`config.mk`:
```
export PLATFORM = sky130hd
export DESIGN_NAME = miriscv_lsu_xlen
export DESIGN_NICKNAME = d
export VERILOG_FILES = /design/src/rtl/miriscv_lsu_pkg.sv /design/src/rtl/miriscv_lsu_align.sv /design/src/rtl/miriscv_lsu_xlen.sv
export SDC_FILE = /design/constraint.sdc
export NUM_CORES = 1
export LEC_CHECK = 0
export CAP_MARGIN = 10
export CORE_MARGIN = 3
export CORE_UTILIZATION = 46
export CTS_CLUSTER_DIAMETER = 150
export DETAILED_ROUTE_END_ITERATION = 8
export GPL_TIMING_DRIVEN = 0
export PLACE_DENSITY_LB_ADDON = 0.1
export SYNTH_ARGS = -nofsm -noshare
export SYNTH_HDL_FRONTEND = slang
export SYNTH_HIERARCHICAL = 1
export SYNTH_SLANG_ARGS = --single-unit
export TNS_END_PERCENT = 5
```
`constraint.sdc`:
```
create_clock -name clk_i -period 4.1 [get_ports clk_i]
set_input_delay 0.41 -clock clk_i [delete_from_list [all_inputs] [get_ports clk_i]]
set_output_delay 0.41 -clock clk_i [all_outputs]
set_load 0.1 [all_outputs]
```
`src/rtl/miriscv_lsu_pkg.sv`:
```
// miriscv_lsu_pkg: shared definitions for the XLEN-parametrised load-store unit.
//   MEM_ACCESS_*  : access size codes carried on lsu_size_i
//   lsu_state_e   : LSU FSM state encoding
//   access_bytes  : byte count of an access for a given size code (0 = invalid)
package miriscv_lsu_pkg;

  localparam int unsigned MEM_ACCESS_W = 3;

  localparam logic [MEM_ACCESS_W-1:0] MEM_ACCESS_WORD  = 3'd0;
  localparam logic [MEM_ACCESS_W-1:0] MEM_ACCESS_HALF  = 3'd1;
  localparam logic [MEM_ACCESS_W-1:0] MEM_ACCESS_BYTE  = 3'd2;
  localparam logic [MEM_ACCESS_W-1:0] MEM_ACCESS_UHALF = 3'd3;
  localparam logic [MEM_ACCESS_W-1:0] MEM_ACCESS_UBYTE = 3'd4;
  localparam logic [MEM_ACCESS_W-1:0] MEM_ACCESS_DWORD = 3'd5;
  localparam logic [MEM_ACCESS_W-1:0] MEM_ACCESS_UWORD = 3'd6;

  typedef enum logic [2:0] {
    LSU_IDLE,
    LSU_REQ,
    LSU_WAIT,
    LSU_REQ2,
    LSU_WAIT2
  } lsu_state_e;

  function automatic logic [3:0] access_bytes(input logic [MEM_ACCESS_W-1:0] size);
    logic [3:0] n;
    case (size)
      MEM_ACCESS_BYTE, MEM_ACCESS_UBYTE: n = 4'd1;
      MEM_ACCESS_HALF, MEM_ACCESS_UHALF: n = 4'd2;
      MEM_ACCESS_WORD, MEM_ACCESS_UWORD: n = 4'd4;
      MEM_ACCESS_DWORD:                  n = 4'd8;
      default:                           n = 4'd0;
    endcase
    return n;
  endfunction

endpackage

```
`src/rtl/miriscv_lsu_align.sv`:
```
// miriscv_lsu_align: combinational byte-lane steering for one bus beat.
//   size_i/off_i/beat_i : access size, byte offset in the bus word, beat index
//   wdata_i -> wdata_o  : store data shifted onto its lanes for this beat
//   be_o                : byte enables for this beat
//   rdata_lo_i/hi_i     : first and second bus words (same word for single beats)
//   rdata_o             : merged, extracted and sign/zero-extended load data
module miriscv_lsu_align
  import miriscv_lsu_pkg::*;
#(
  parameter int unsigned XLEN = 32
) (
  input  logic [MEM_ACCESS_W-1:0]    size_i,
  input  logic [$clog2(XLEN/8)-1:0]  off_i,
  input  logic                       beat_i,
  input  logic [XLEN-1:0]            wdata_i,
  input  logic [XLEN-1:0]            rdata_lo_i,
  input  logic [XLEN-1:0]            rdata_hi_i,
  output logic [XLEN/8-1:0]          be_o,
  output logic [XLEN-1:0]            wdata_o,
  output logic [XLEN-1:0]            rdata_o
);

  localparam int unsigned BE_W = XLEN / 8;

  logic [3:0]        nbytes;
  logic [6:0]        nbits;
  logic              is_signed;
  logic              sign_bit;
  logic [BE_W-1:0]   size_mask;
  logic [2*BE_W-1:0] be_full;
  logic [2*XLEN-1:0] wd_full;
  logic [XLEN-1:0]   raw;

  assign nbytes = access_bytes(size_i);
  assign nbits  = {nbytes, 3'b000};

  always_comb begin
    size_mask = '0;
    for (int unsigned i = 0; i < BE_W; i++) begin
      size_mask[i] = (i < 32'(nbytes));
    end
  end

  // Shifting into a double-width vector gives both beats at once: the low
  // half is the first beat, the overflow into the high half is the second.
  assign be_full = {{BE_W{1'b0}}, size_mask} << off_i;
  assign wd_full = {{XLEN{1'b0}}, wdata_i} << {off_i, 3'b000};
  assign be_o    = beat_i ? be_full[2*BE_W-1:BE_W] : be_full[BE_W-1:0];
  assign wdata_o = beat_i ? wd_full[2*XLEN-1:XLEN] : wd_full[XLEN-1:0];

  // Merge both beats, then bring the addressed byte down to lane 0.
  assign raw = XLEN'({rdata_hi_i, rdata_lo_i} >> {off_i, 3'b000});

  assign is_signed = (size_i == MEM_ACCESS_WORD) || (size_i == MEM_ACCESS_HALF) ||
                     (size_i == MEM_ACCESS_BYTE);

  always_comb begin
    case (nbytes)
      4'd1:    sign_bit = raw[7];
      4'd2:    sign_bit = raw[15];
      4'd4:    sign_bit = raw[31];
      default: sign_bit = raw[XLEN-1];
    endcase
  end

  always_comb begin
    rdata_o = '0;
    for (int unsigned i = 0; i < XLEN; i++) begin
      rdata_o[i] = (i < 32'(nbits)) ? raw[i] : (is_signed & sign_bit);
    end
  end

endmodule

```
`src/rtl/miriscv_lsu_xlen.sv`:
```
// miriscv_lsu_xlen: XLEN-parametrised load-store unit (XLEN = 32 or 64).
// Turns one core request (lsu_*) into one or two req/gnt/rvalid bus beats
// (data_*), steering byte lanes and extending load data.
//   Core side : lsu_req_i/we_i/size_i/addr_i/wdata_i in,
//               lsu_rdata_o/done_o/err_o/busy_o out
//   Bus side  : data_req_o/we_o/be_o/addr_o/wdata_o out,
//               data_gnt_i/rvalid_i/rdata_i in
// Optional feature macro MIRISCV_LSU_MISALIGN_EN: when defined, misaligned
// accesses are performed (split into two beats when crossing a bus word);
// when undefined they complete immediately with an error.
module miriscv_lsu_xlen
  import miriscv_lsu_pkg::*;
#(
  parameter int unsigned XLEN = 32
) (
  input  logic                    clk_i,
  input  logic                    rst_i,
  input  logic                    lsu_req_i,
  input  logic                    lsu_we_i,
  input  logic [MEM_ACCESS_W-1:0] lsu_size_i,
  input  logic [XLEN-1:0]         lsu_addr_i,
  input  logic [XLEN-1:0]         lsu_wdata_i,
  output logic [XLEN-1:0]         lsu_rdata_o,
  output logic                    lsu_done_o,
  output logic                    lsu_err_o,
  output logic                    lsu_busy_o,
  output logic                    data_req_o,
  input  logic                    data_gnt_i,
  input  logic                    data_rvalid_i,
  input  logic [XLEN-1:0]         data_rdata_i,
  output logic                    data_we_o,
  output logic [XLEN/8-1:0]       data_be_o,
  output logic [XLEN-1:0]         data_addr_o,
  output logic [XLEN-1:0]         data_wdata_o
);

  localparam int unsigned BE_W  = XLEN / 8;
  localparam int unsigned OFF_W = $clog2(BE_W);

  lsu_state_e              state_q, state_d;
  logic                    we_q, we_d;
  logic [MEM_ACCESS_W-1:0] size_q, size_d;
  logic [OFF_W-1:0]        off_q, off_d;
  logic [XLEN-1:0]         wdata_q, wdata_d;
  logic [XLEN-1:0]         rdata_q, rdata_d;
  logic                    done_q, done_d;
  logic                    err_q, err_d;
  logic                    data_req_q, data_req_d;
  logic                    data_we_q, data_we_d;
  logic [BE_W-1:0]         data_be_q, data_be_d;
  logic [XLEN-1:0]         data_addr_q, data_addr_d;
  logic [XLEN-1:0]         data_wdata_q, data_wdata_d;
`ifdef MIRISCV_LSU_MISALIGN_EN
  logic                    split_q, split_d;
  logic [XLEN-1:0]         rbuf_q, rbuf_d;
`endif

  // Request legality, evaluated on the live inputs in IDLE.
  logic [3:0] acc_n;
  logic [4:0] off5, n5;
  logic       size_bad, store_bad, illegal;

  assign acc_n     = access_bytes(lsu_size_i);
  assign off5      = 5'(lsu_addr_i[OFF_W-1:0]);
  assign n5        = {1'b0, acc_n};
  assign size_bad  = (lsu_size_i == 3'd7) ||
                     ((XLEN == 32) && ((lsu_size_i == MEM_ACCESS_DWORD) ||
                                       (lsu_size_i == MEM_ACCESS_UWORD)));
  assign store_bad = lsu_we_i && ((lsu_size_i == MEM_ACCESS_UHALF) ||
                                  (lsu_size_i == MEM_ACCESS_UBYTE) ||
                                  (lsu_size_i == MEM_ACCESS_UWORD));
`ifdef MIRISCV_LSU_MISALIGN_EN
  logic split_in;
  assign illegal  = size_bad || store_bad;
  assign split_in = (off5 + n5) > 5'(BE_W);
`else
  assign illegal  = size_bad || store_bad || (|(off5 & (n5 - 5'd1)));
`endif

  // Lane steering: live inputs while accepting (beat 0), captured request
  // afterwards (beat 1 issue and load data extraction).
  logic                    idle;
  logic [MEM_ACCESS_W-1:0] a_size;
  logic [OFF_W-1:0]        a_off;
  logic [XLEN-1:0]         a_wdata, a_rlo;
  logic [BE_W-1:0]         a_be;
  logic [XLEN-1:0]         a_wdata_sh, a_rdata;

  assign idle    = (state_q == LSU_IDLE);
  assign a_size  = idle ? lsu_size_i : size_q;
  assign a_off   = idle ? lsu_addr_i[OFF_W-1:0] : off_q;
  assign a_wdata = idle ? lsu_wdata_i : wdata_q;
`ifdef MIRISCV_LSU_MISALIGN_EN
  assign a_rlo   = (state_q == LSU_WAIT2) ? rbuf_q : data_rdata_i;
`else
  assign a_rlo   = data_rdata_i;
`endif

  miriscv_lsu_align #(.XLEN(XLEN)) u_align (
    .size_i     (a_size),
    .off_i      (a_off),
    .beat_i     (!idle),
    .wdata_i    (a_wdata),
    .rdata_lo_i (a_rlo),
    .rdata_hi_i (data_rdata_i),
    .be_o       (a_be),
    .wdata_o    (a_wdata_sh),
    .rdata_o    (a_rdata)
  );

  always_comb begin
    state_d      = state_q;
    we_d         = we_q;
    size_d       = size_q;
    off_d        = off_q;
    wdata_d      = wdata_q;
    rdata_d      = rdata_q;
    done_d       = 1'b0;
    err_d        = 1'b0;
    data_req_d   = data_req_q;
    data_we_d    = data_we_q;
    data_be_d    = data_be_q;
    data_addr_d  = data_addr_q;
    data_wdata_d = data_wdata_q;
`ifdef MIRISCV_LSU_MISALIGN_EN
    split_d      = split_q;
    rbuf_d       = rbuf_q;
`endif
    case (state_q)
      LSU_IDLE: begin
        // done_q blocks the request the core still holds in its done cycle.
        if (lsu_req_i && !done_q) begin
          we_d    = lsu_we_i;
          size_d  = lsu_size_i;
          off_d   = lsu_addr_i[OFF_W-1:0];
          wdata_d = lsu_wdata_i;
`ifdef MIRISCV_LSU_MISALIGN_EN
          split_d = split_in;
`endif
          if (illegal) begin
            done_d  = 1'b1;
            err_d   = 1'b1;
            rdata_d = '0;
          end else begin
            state_d      = LSU_REQ;
            data_req_d   = 1'b1;
            data_we_d    = lsu_we_i;
            data_be_d    = a_be;
            data_addr_d  = {lsu_addr_i[XLEN-1:OFF_W], {OFF_W{1'b0}}};
            data_wdata_d = a_wdata_sh;
          end
        end
      end
      LSU_REQ: begin
        if (data_gnt_i) begin
          data_req_d = 1'b0;
          state_d    = LSU_WAIT;
        end
      end
      LSU_WAIT: begin
        if (data_rvalid_i) begin
`ifdef MIRISCV_LSU_MISALIGN_EN
          if (split_q) begin
            rbuf_d       = data_rdata_i;
            state_d      = LSU_REQ2;
            data_req_d   = 1'b1;
            data_addr_d  = data_addr_q + XLEN'(BE_W);
            data_be_d    = a_be;
            data_wdata_d = a_wdata_sh;
          end else
`endif
          begin
            state_d = LSU_IDLE;
            done_d  = 1'b1;
            rdata_d = we_q ? '0 : a_rdata;
          end
        end
      end
`ifdef MIRISCV_LSU_MISALIGN_EN
      LSU_REQ2: begin
        if (data_gnt_i) begin
          data_req_d = 1'b0;
          state_d    = LSU_WAIT2;
        end
      end
      LSU_WAIT2: begin
        if (data_rvalid_i) begin
          state_d = LSU_IDLE;
          done_d  = 1'b1;
          rdata_d = we_q ? '0 : a_rdata;
        end
      end
`endif
      default: state_d = LSU_IDLE;
    endcase
  end

  always_ff @(posedge clk_i or posedge rst_i) begin
    if (rst_i) begin
      state_q      <= LSU_IDLE;
      we_q         <= 1'b0;
      size_q       <= '0;
      off_q        <= '0;
      wdata_q      <= '0;
      rdata_q      <= '0;
      done_q       <= 1'b0;
      err_q        <= 1'b0;
      data_req_q   <= 1'b0;
      data_we_q    <= 1'b0;
      data_be_q    <= '0;
      data_addr_q  <= '0;
      data_wdata_q <= '0;
`ifdef MIRISCV_LSU_MISALIGN_EN
      split_q      <= 1'b0;
      rbuf_q       <= '0;
`endif
    end else begin
      state_q      <= state_d;
      we_q         <= we_d;
      size_q       <= size_d;
      off_q        <= off_d;
      wdata_q      <= wdata_d;
      rdata_q      <= rdata_d;
      done_q       <= done_d;
      err_q        <= err_d;
      data_req_q   <= data_req_d;
      data_we_q    <= data_we_d;
      data_be_q    <= data_be_d;
      data_addr_q  <= data_addr_d;
      data_wdata_q <= data_wdata_d;
`ifdef MIRISCV_LSU_MISALIGN_EN
      split_q      <= split_d;
      rbuf_q       <= rbuf_d;
`endif
    end
  end

  assign lsu_rdata_o  = rdata_q;
  assign lsu_done_o   = done_q;
  assign lsu_err_o    = err_q;
  assign lsu_busy_o   = (state_q != LSU_IDLE) || done_q;
  assign data_req_o   = data_req_q;
  assign data_we_o    = data_we_q;
  assign data_be_o    = data_be_q;
  assign data_addr_o  = data_addr_q;
  assign data_wdata_o = data_wdata_q;

endmodule

```
### After elaboration in Yosys (flattened, before gate mapping)

Cells that the tools add are included.

* RAM bits: 0
* register bits: 143
* output and inout bits: 105
* ROM bits: 0
* memories kept: 0
* latch bits: 0

* multipliers: 0
* divide/modulo/power cells: 0
* muxes and demuxes: 57
* $add $sub $neg: 1
* shift-type cells: 3
* bitwise logic cells: 3
* magnitude comparators: 36
* reductions and logical operators: 30
* equal/unequal tests: 22

Operators by type and width (count)
* $mux W32: 5
* $lt A5 B7 Y1 const A: 16
* $pmux W32 S2: 1
* $shr A64 B5 Y32: 1
* $lt A4 B7 Y1 const A: 8
* $mux W1: 39
* $pmux W4 S4: 2
* $shl A32 B5 Y32: 1
* $lt A3 B7 Y1 const A: 4
* $eq A3 B3 Y1 const B: 7
* $eq A3 B2 Y1 const B: 5
* $mux W3: 5
* $lt A1 B7 Y1 const A: 2
* $lt A2 B7 Y1 const A: 2
* $reduce_and A4 Y1: 3
* $reduce_or A2 Y1: 6
* $eq A3 B1 Y1 const B: 3
* $logic_not A3 Y1: 3
* $logic_or A1 B1 Y1: 9
* $pmux W3 S3: 1
* $lt A1 B4 Y1 const A: 2
* $lt A2 B4 Y1 const A: 2
* $ne A2 B2 Y1 const B: 4
* $pmux W1 S2: 3
* other kinds (16): 18

### Logic depth before layout (Yosys ltp)

* word-level depth: 12
* depth in mapped cells: 13
* gate-level depth less buffers: 11

### Modules after synthesis

The synthesis kept the hierarchy.

Modules (own cells, without submodules)
* miriscv_lsu_xlen: times used 1, cells each 521, sequential area each 3553.4 µm², area each 6541.3 µm²
* miriscv_lsu_align: times used 1, cells each 320, sequential area each 0.0 µm², area each 2140.8 µm²

### Least setup slack after synthesis

No wires, ideal clock.

* path kind: flip-flop to flip-flop
* start: register state_q[0]
* end: register rdata_q[8] (netlist: lsu_rdata_o[8])
* cell stages (with the launch flop): 13
* data arrival time: 2.636 ns
* clock period less this slack: 2.755 ns
* setup slack: 1.345 ns
* path buffers: 3
* cells stage by stage: dfrtp_1 > clkbuf_1 > nor2_2 > buf_2 > inv_1 > o21ai_0 > buf_2 > nor3b_1 > o21ai_1 > nand3_1 > a32o_1 > a21oi_1 > nand2_1

* cells in the longest elaborated chain, start to end: 12

RTL lines
* from (decl): RTL line miriscv_lsu_xlen.sv:40 `lsu_state_e state_q, state_d;`
* from (signal assigned): RTL line miriscv_lsu_xlen.sv:218 `state_q <= state_d;`
* $logic_not A3 Y1 (*): RTL line miriscv_lsu_xlen.sv:89 `assign idle = (state_q == LSU_IDLE);`
* $mux W3 (*): RTL line miriscv_lsu_xlen.sv:90 `assign a_size = idle ? lsu_size_i : size_q;`
* named net a_size[2]: RTL line miriscv_lsu_xlen.sv:83 `logic [MEM_ACCESS_W-1:0] a_size;`
* $eq A3 B3 Y1, or another cell as far along: RTL line miriscv_lsu_pkg.sv:27 `case (size)`
* $reduce_or A2 Y1: RTL line miriscv_lsu_pkg.sv:27
* $pmux W4 S4: RTL line miriscv_lsu_pkg.sv:27
* $eq A4 B2 Y1 or $eq A4 B1 Y1 (tied branches): RTL line miriscv_lsu_align.sv:58 `case (nbytes)`
* $pmux W1 S2: RTL line miriscv_lsu_align.sv:58
* $and A1 B1 Y1: RTL line miriscv_lsu_align.sv:69 `rdata_o[i] = (i < 32'(nbits)) ? raw[i] : (is_signed & sign_bit);`
* $mux W1 (*): RTL line miriscv_lsu_align.sv:69
* named net a_rdata[8]: RTL line miriscv_lsu_xlen.sv:87 `logic [XLEN-1:0] a_wdata_sh, a_rdata;`
* $mux W32 (*): RTL line miriscv_lsu_xlen.sv:175 `rdata_d = we_q ? '0 : a_rdata;`
* $mux W32 (*): RTL line miriscv_lsu_xlen.sv:161 `if (data_rvalid_i) begin`
* $pmux W32 S2 (*): RTL line miriscv_lsu_xlen.sv:129 `case (state_q)`
* to (signal assigned): RTL line miriscv_lsu_xlen.sv:223 `rdata_q <= rdata_d;`
* to (decl): RTL line miriscv_lsu_xlen.sv:45 `logic [XLEN-1:0] rdata_q, rdata_d;`

Mark *: on every way through the listed nets, which the timed path passes. The rest lies on a longest branch. The select of a mux whose other input is x is not followed.
A chain may end at the register's enable or synchronous reset.

### Worst setup path after layout

* start: register state_q[0]
* end: register rdata_q[15] (netlist: lsu_rdata_o[15])

The elaborated chain is that of the path after synthesis.

==> results_dict.tcl <==
set metrics [dict create \
    r2r_end "lsu_rdata_o[15]$_DFFE_PP0P_" \
    setup_viol 0 \
    detail_route.wl_per_cell_um 19.80 \
    ys_seq_elements 142 \
    rr_worst_depth 12 \
    synth.most_common_cell "dfrtp_1" \
    crit_required_ps 4420 \
    first_pass_iters 6 \
    syn_area_um2 8682 \
    r2r_start "state_q[0]$_DFFE_PP0P_" \
    crit_family "compound AO/OA/AOI/OAI gates" \
    tightest_slew_ps 1052 \
    critPathBufInv 4 \
    synth_area_leaders "dfrtp_1 41%, mux2_2 14%, mux2i_1 6.5%" \
    async_reset_ff_frac 1.000 \
    nets 1177 \
    hold_path_class "input pin to register" \
    multi_input_area_um2 4688 \
    drive_gt1_frac 0.1945 \
    antenna_found_initial 0 \
    crit_arrival_ps 3910 \
    start_util 0.4752 \
    worstSetupStartpointType "register" \
    cts_tree "yes" \
    synth_ff_type "dfrtp_1" \
    crit_chain "clkbuf_1, nor2_2, buf_2, inv_1, o21ai_0, buf_2, nor3b_1, o21ai_1, nand2_1, a32o_1, a21oi_1, nand2_1" \
    slowest_delay_ps 500 \
    fin_crit_sh 0.8746 \
    fill_cells 1545 \
    gp_congestion 0.9409 \
    crit_path_end_kind "register" \
    place_hpwl_mm 19.52 \
    synthCells 841 \
    skew_ps 11.46 \
    cts_root_buf "clkbuf_16" \
    clk_pin_slew_ps 70 \
    min_to "size_q[0]$_DFFE_PP0P_" \
    avgSynthCellArea_um2 10.32 \
    row_count 49 \
    clock_sinks 142 \
    area_growth_pct 35.42 \
    post_cts_resized 0 \
    critPathKind "register to register" \
    maxSlewHeadroom 0.2965 \
    diodes 0 \
    clk_path_buf_depth 2 \
    grt_pass1_wl_mm 40.61 \
    cts_hold_buf 0 \
    timing.fmax_mhz 278.9 \
    die_h_um 143.4 \
    area.sequential_um2 3553 \
    ys_types 52 \
    portBuffers 206 \
    grt_max_degree 42 \
    status "finished, final reports clean" \
    viasPerCell 5.680 \
    fin_setup_tns_ps 0 \
    maxCapViolCount 0 \
    slowest_stage "o21ai_1" \
    drc 0 \
    dieWidth_um 143.4 \
    seq_area_frac_synth 0.4093 \
    min_from "lsu_size_i[0]" \
    grt-ovfl-total 0 \
    dieArea_um2 20560 \
    wirelength_mm 26.02 \
    yosys-top-cells-count "142 x dfrtp_1, 108 x mux2_2, 71 x nand2_1" \
    core_area_um2 18270 \
    grt_pass1_vias 7556 \
    detail_route.iter0.violations 521 \
    rsz0062_at_grt "no" \
    numCtsBuffers 17 \
    vias 7463 \
    slew_violations 0 \
    synth.largest_area_cell "dfrtp_1" \
    yosys.area.top_type_share 0.4093 \
    drtAntennaViolNets 0 \
    clk_latency_ps 430 \
    post_cts_buffers 0 \
    min_period_ps 3586 \
    ys_warn_count 6 \
    h-tree-depth 4 \
    synth_edf_count 0 \
    grt_usage 0.2522 \
    worstPathMaxFanout 10 \
    reg2reg_slack_ps 510 \
    ios 210 \
    hold_viol_final 0 \
    hold_depth 2 \
]
[worst max path at each step]
| stage | startpoint | endpoint | slack [ps] | cells past startpoint |
|---|---|---|---|---|
| floorplan | state_q[0]$_DFFE_PP0P_ | lsu_rdata_o[8]$_DFFE_PP0P_ | 1340 | 12 |
| global placement | state_q[0]$_DFFE_PP0P_ | lsu_rdata_o[15]$_DFFE_PP0P_ | 520 | 12 |
| detailed placement | state_q[0]$_DFFE_PP0P_ | lsu_rdata_o[15]$_DFFE_PP0P_ | 540 | 12 |
| CTS | state_q[0]$_DFFE_PP0P_ | lsu_rdata_o[15]$_DFFE_PP0P_ | 530 | 12 |
| global route | state_q[0]$_DFFE_PP0P_ | lsu_rdata_o[11]$_DFFE_PP0P_ | 140 | 12 |
| finish | state_q[0]$_DFFE_PP0P_ | lsu_rdata_o[15]$_DFFE_PP0P_ | 510 | 12 |
[cell families (layout without fill, tap and decap cells)]
group / Yosys count / after routing / share of synthesized area
compound gates: 205 / 205 / 0.1600
mux: 205 / 205 / 0.2591
simple gates: 205 / 205 / 0.1190
flops: 142 / 142 / 0.4093
buf+inv: 82 / 325 / 0.05116
other cells: 1 / 2 / 0.0004319
xor+xnor: 1 / 1 / 0.001009
[state kept, by name, indices dropped and copies added, names as in the netlist]
register / cells
data_req_o: 1
data_we_o: 1
state_q: 2
data_be_o: 4
size_q: 3
we_q: 1
data_addr_o: 30
data_wdata_o: 32
lsu_rdata_o: 32
off_q: 2
wdata_q: 32
lsu_done_o: 1
lsu_err_o: 1
[layout make-up]
type	instances	area share
inverter	8	0.002873
clock inverter	14	0.01724
sequential	142	0.3022
tap	229	0.02437
clock buffer	18	0.03735
buffer	74	0.03522
timing repair buffer	211	0.1820
multi-input combinational	618	0.3987
[metal layers]
metal / part of all wire / up-vias / global-route usage
li1: - / 3560 / -
met1: 0.43 / 3618 / 0.3229
met2: 0.50 / 250 / 0.4329
met3: 0.051 / 35 / 0.04859
met4: 0.024 / 0 / 0.07830
met5: 0 / - / 0
[layout by cell type (no fill, tap or decap), types with 26 or more instances in the layout]
master           count
dfrtp_1            142
mux2_2             108
and2_1              41
a32o_1              33
mux2i_1             56
mux2_1              40
nand2_1             71
clkbuf_1            29
a21oi_1             54
nand3_1             34
a211oi_1            26
o21ai_0             44
clkdlybuf4s50_1    206
[per-stage QoR]
step	setup slack, ps	instance area (µm²)	hold WS, ps	util	std cells
after floorplan	1345	8690	476.7	-	842
after global placement	515.0	11040	466.6	0.6042	1277
after detailed placement	542.4	11110	475.1	0.6080	1281
after CTS	527.3	11750	332.9	0.6431	1313
after global routing	143.8	11760	351.3	0.6435	1314
final	514.0	11760	353.9	0.6435	1314
Power is not shown: default switching activity piles up to over one toggle a cycle in this logic, so the estimate is an artifact.
